===== src/rtl/d16i_pkg.sv =====
// Shared types for the d16i datapath: data word and registered adder result.
package d16i_pkg;

  localparam int unsigned DATA_W = 16;

  typedef logic [DATA_W-1:0] word_t;

  typedef struct packed {
    word_t z;
    logic  cout;
    logic  ovf;
  } add_res_t;

endpackage


===== src/rtl/full_adder_1b.sv =====
// One-bit full adder cell; the ripple chain in full_adder_16b is built from these.
module full_adder_1b (
  input  logic a,
  input  logic b,
  input  logic cin,
  output logic s,
  output logic cout
);

  always_comb begin
    s    = a ^ b ^ cin;
    cout = (a & b) | (cin & (a ^ b));
  end

endmodule


===== src/rtl/full_adder_16b.sv =====
// Ripple-carry adder with registered sum, carry-out and signed overflow (1-cycle latency).
module full_adder_16b
  import d16i_pkg::*;
#(
  parameter int unsigned WIDTH = DATA_W
) (
  input  logic             clk,
  input  logic             rst_n,
  input  logic             in_valid,
  input  logic [WIDTH-1:0] a,
  input  logic [WIDTH-1:0] b,
  input  logic             cin,
  output logic [WIDTH-1:0] z,
  output logic             cout,
  output logic             ovf,
  output logic             out_valid
);

  // The result register is typed on the shared word, so WIDTH must track DATA_W.
  if (WIDTH != DATA_W || WIDTH < 2) begin : g_width_chk
    $error("full_adder_16b: WIDTH must equal d16i_pkg::DATA_W and be >= 2");
  end

  logic [WIDTH:0]   c;
  logic [WIDTH-1:0] s;

  assign c[0] = cin;

  for (genvar i = 0; i < WIDTH; i++) begin : g_bit
    full_adder_1b u_fa (
      .a    (a[i]),
      .b    (b[i]),
      .cin  (c[i]),
      .s    (s[i]),
      .cout (c[i+1])
    );
  end

  add_res_t res_d;
  add_res_t res_q;
  logic     vld_q;

  always_comb begin
    res_d      = '0;
    res_d.z    = s;
    res_d.cout = c[WIDTH];
    res_d.ovf  = (a[WIDTH-1] == b[WIDTH-1]) && (s[WIDTH-1] != a[WIDTH-1]);
  end

  always_ff @(posedge clk or negedge rst_n) begin
    if (!rst_n) begin
      res_q <= '0;
      vld_q <= 1'b0;
    end else begin
      vld_q <= in_valid;
      if (in_valid) begin
        res_q <= res_d;
      end
    end
  end

  assign z         = res_q.z;
  assign cout      = res_q.cout;
  assign ovf       = res_q.ovf;
  assign out_valid = vld_q;

endmodule


===== config.mk =====
export PLATFORM = sky130hd
export DESIGN_NAME = full_adder_16b
export DESIGN_NICKNAME = d
export VERILOG_FILES = /design/src/rtl/d16i_pkg.sv /design/src/rtl/full_adder_1b.sv /design/src/rtl/full_adder_16b.sv
export SDC_FILE = /design/constraint.sdc
export NUM_CORES = 1
export LEC_CHECK = 0
export BUFFER_PORTS_ARGS = -buffer_cell sky130_fd_sc_hd__buf_2
export CORE_ASPECT_RATIO = 1.4
export CORE_MARGIN = 1.5
export CORE_UTILIZATION = 40
export CTS_BUF_LIST = sky130_fd_sc_hd__clkbuf_16
export CTS_CLUSTER_DIAMETER = 80
export DETAILED_ROUTE_END_ITERATION = 8
export PLACE_DENSITY = 0.82
export SYNTH_ARGS = -nofsm -noshare
export SYNTH_HDL_FRONTEND = slang
export SYNTH_HIERARCHICAL = 1
export SYNTH_SLANG_ARGS = --single-unit

===== constraint.sdc =====
create_clock -name clk -period 0.8 [get_ports clk]
set_input_delay 0.04 -clock clk [delete_from_list [all_inputs] [get_ports clk]]
set_output_delay 0.04 -clock clk [all_outputs]
set_load 0.005 [all_outputs]

==> impl.org <==
** Pwr
- IR analysis of the VDD net gives a maximum drop of 1.490 mV.
- Leakage :: around 0.75 nW
- Power per unit of standard cell area :: 2087 nW/um^2

** Route
- Dividing the detail-routed via count by the number of cells gives 4.532.
- Aggregate routed wire length :: 2103 um
- After the first detailed-routing iteration, the DRC count stood at 2.
- Number of detailed-routing iterations run before antenna repair :: 2
- In this run the remaining antenna-violating nets after routing total 0.
- After detailed routing, the average wire length per cell comes to 13.66 um.
- For this run, design rule violations remaining after detail routing come to 0.
- Total via count in the routed design :: 698

** Placed design
- Global placement routability congestion :: ~0.65
- Placed Area :: ~1400 um^2
- Port Buffers :: 54
- Hpwl dp :: between 1500 and 2000 um
- At the placement stage, the worst setup path has a slack of -5815 ps.

** Floorplan
- I/O pin total :: 55
- The core region is 2587 um^2.
- Die width :: 46.81 um
- Total die area :: around 3000 um^2
- The die is roughly 64 um tall.
- The initialized floorplan defines 22 standard-cell rows.
- Starting density of the core :: 41.54%

** Clock tree
- Buffer cell driving the clock tree root :: sky130_fd_sc_hd__clkbuf_16
- Clock buffer count from CTS :: 3
- Clock-pin slew reported for the worst setup and hold paths after clock tree synthesis :: about 50 ps
- Clock insertion delay at the later pin of the skew report :: 240 ps
- The longest clock path from root to sink contains 2 buffers.
- Clock sink count :: 19
- TritonCTS built the clock tree.
- Deepest level of the CTS H-tree :: 1

** Synthesis
- The synthesized netlist devotes 0% of its cell area to XOR and XNOR gates.
- Synth unique cells :: 10
- Yosys synthesis warning count :: 6
- Cell area after synthesis :: approximately 1100 um^2
- After synthesis, the mean cell area works out to around 19 um^2.
- In this run, synthesis produced a sequential element count of 19.
- Summing the areas of all and, or, nand and nor instances in the mapped netlist gives 1.863% of the synthesized area.
- Nets in the synthesized netlist :: 110
- Dominant combinational cell family by area after synthesis :: adder cells
- Mux cell area share after synthesis :: 20.61%
- Compound-gate portion of the synthesized area :: 0.5821%
- Arithmetic-cell share of the synthesized area counting full adders, half adders and majority gates :: 29.80%
- Cell count after synthesis :: 58
- Sequential share of the synthesized area :: 44.24%

** STA
- Headroom to the max-slew limit came out at 71.71%.
- Worst setup margin :: -5491 ps
- Setup repair after global routing could not meet its margin everywhere.
- Maximum operating frequency :: approximately 0.16 GHz
- The worst path in the final design needs a cycle of 6291 ps, including I/O delays and setup.
- After routing, the total negative slack on setup checks comes to -51840 ps.
- Max-slew violation count :: 0
- Final number of setup-violating endpoints :: 17
- Actual transition at the worst max-transition pin :: 424.3 ps
- Period utilization :: 786.4%
- Clock skew :: 0 ps
- Final hold vios :: 0

** Hold path
- The path class of the tightest hold or removal check is in2reg.
- The worst hold path passes through 3 cells.
- For hold timing, the worst endpoint is ovf.
- Worst hold path startpoint :: b[15]

** Cells and area
- Summing all non-filler instances in the final layout gives an area of 1562 um^2.
- Summing all flip-flop and latch instances after layout gives about 480 um^2.
- Layout filler cell count :: ~230
- Most frequent cells in the layout :: 53 x sky130_fd_sc_hd__buf_2, 19 x sky130_fd_sc_hd__dfrtp_1, 15 x sky130_fd_sc_hd__fa_2
- Antenna diode count :: 0
- The net count of the finished layout is between 150 and 200.
- Area occupied by multi-input gates :: 628.1 um^2
- Cells with a size suffix above 1 make up ~80% of the layout.
- For this run, the share of the core covered by cells in the final layout is 60.35%.
- Area growth from synthesis to layout :: 45.29%
- Most common cell after layout, fill and taps aside :: sky130_fd_sc_hd__buf_2

** Critical path
- Largest stage delay, worst path :: 550 ps
- By instance count, the cell type seen most on the critical path is sky130_fd_sc_hd__fa_2.
- Across all register-to-register paths, the minimum setup slack is 20 ps.
- Endpoint class of the critical path :: flip-flop
- Depth of the worst register-to-register path :: 1
- STA puts the critical path data arrival time at 6460 ps.
- Data on the critical path is required at its endpoint by between 900 and 1000 ps.
- Traced cell by cell, the critical path runs through buf_6, fa_2, fa_2, fa_2, fa_2, fa_2, fa_2, fa_2, fa_2, fa_2, fa_2, fa_2, fa_2, fa_2, fa_2, fa_2, fa_1, or3b_1, a31oi_1.
- Maximum fanout encountered on the critical timing path :: 2
- The critical path is of the in2reg type.
- The worst register-to-register path ends at z[14].
- STA classifies the critical path startpoint as a primary input.
- Critical path buffer and inverter count :: 1
- Top Family by Delay on Critical Path :: adder cells
- Launching point of the worst reg2reg path :: z[14]
- Critical-path cell with the highest stage delay :: sky130_fd_sc_hd__fa_1

** GRT
- Global routing finished with a remaining overflow of 0.
- Global-route total usage across every layer :: ~15%
- Entering global routing, the biggest net connects 20 pins.
- Number of antenna violations at the first check in global routing :: 0
- Wire length of the first global-routing pass :: about 3300 um
- Via count of the first global-routing pass :: approximately 780

** Run status
- Result of the run :: complete, but fails checks
- The checks that failed: setup timing.

** Flow run
- MaxCap Viol Count :: 0
==> metrics by stage <==
step | power, mW | instances | hold slack [ps]
floorplan | 1.757 | 58 | -255.6
global placement | 2.157 | 148 | -6.202
detailed placement | 2.235 | 148 | 4.400
CTS | 3.306 | 154 | 108.2
global route | 3.485 | 154 | 126.9
finish | 3.259 | 154 | 104.3
==> per-layer routing <==
metal  GRT usage (%)  up-vias  wire [um]  share of wire (%)
met5               0        -          0                  0
met4           8.333        0         42                2.0
met3           2.260        4         97                4.6
met2           28.77       30       1271                 60
met1           14.93      349        691                 33
li1                -      315          -                  -
==> flip-flops by register name (all words and copies together) (netlist names) <==
name / cells
cout: 1
ovf: 1
out_valid: 1
z: 16
==> kinds of logic after synthesis <==
group	after synthesis
AO/OA/AOI/OAI	1
multiplexers	17
buffers and inverters	2
AND/OR/NAND/NOR	3
flip-flops	19
adder cells (fa/ha/maj)	16
==> layout make-up <==
class	instances	share of cell area, %
Clock buffer	3	4.808
Clock inverter	1	0.2404
Multi-Input combinational cell	37	40.22
Sequential cell	19	30.45
Tap cell	36	2.885
Timing Repair Buffer	58	21.39
==> cell usage after synthesis (all sizes together) <==
cell	instances	area share [%]
dfrtp	19	44
mux2	17	21
fa	16	30
buf	2	2.9
a31oi	1	0.58
nand3b	1	0.70
nor2	1	0.35
or3b	1	0.82
==> worst max path at each step <==
stage                     start   to  slack [ps]  cells after the start
after floorplan            a[0]  ovf       -5450                     18
after CTS                  a[0]  ovf       -5540                     19
after global routing       a[0]  ovf       -5660                     19
after detailed placement   a[0]  ovf       -5810                     19
after global placement     a[0]  ovf       -5730                     19
final                      a[0]  ovf       -5490                     19
==> tightest hold or removal path, stage by stage <==
cell	delay, ps
sky130_fd_sc_hd__buf_2	120
sky130_fd_sc_hd__nand3b_1	80
sky130_fd_sc_hd__a31oi_1	70
==> report_power, final <==
| group | switching, mW | internal, mW |
|---|---|---|
| sequential | 0.110 | 1.18 |
| combinational | 0.372 | 0.626 |
| clock | 0.311 | 0.662 |
| total | 0.793 | 2.47 |
==> timing repair <==
| action | CTS | global route |
|---|---|---|
| resized for setup | 5 | 2 |
| gates cloned | 0 | 0 |
| buffers inserted | 1 | 0 |
| hold buffers | 1 | 0 |
| setup endpoints to repair | 19 | 34 |
| hold endpoints to repair | 19 | 0 |
| pin swaps | 0 | 3 |
Note: power is estimated with default switching activity, not from simulation.
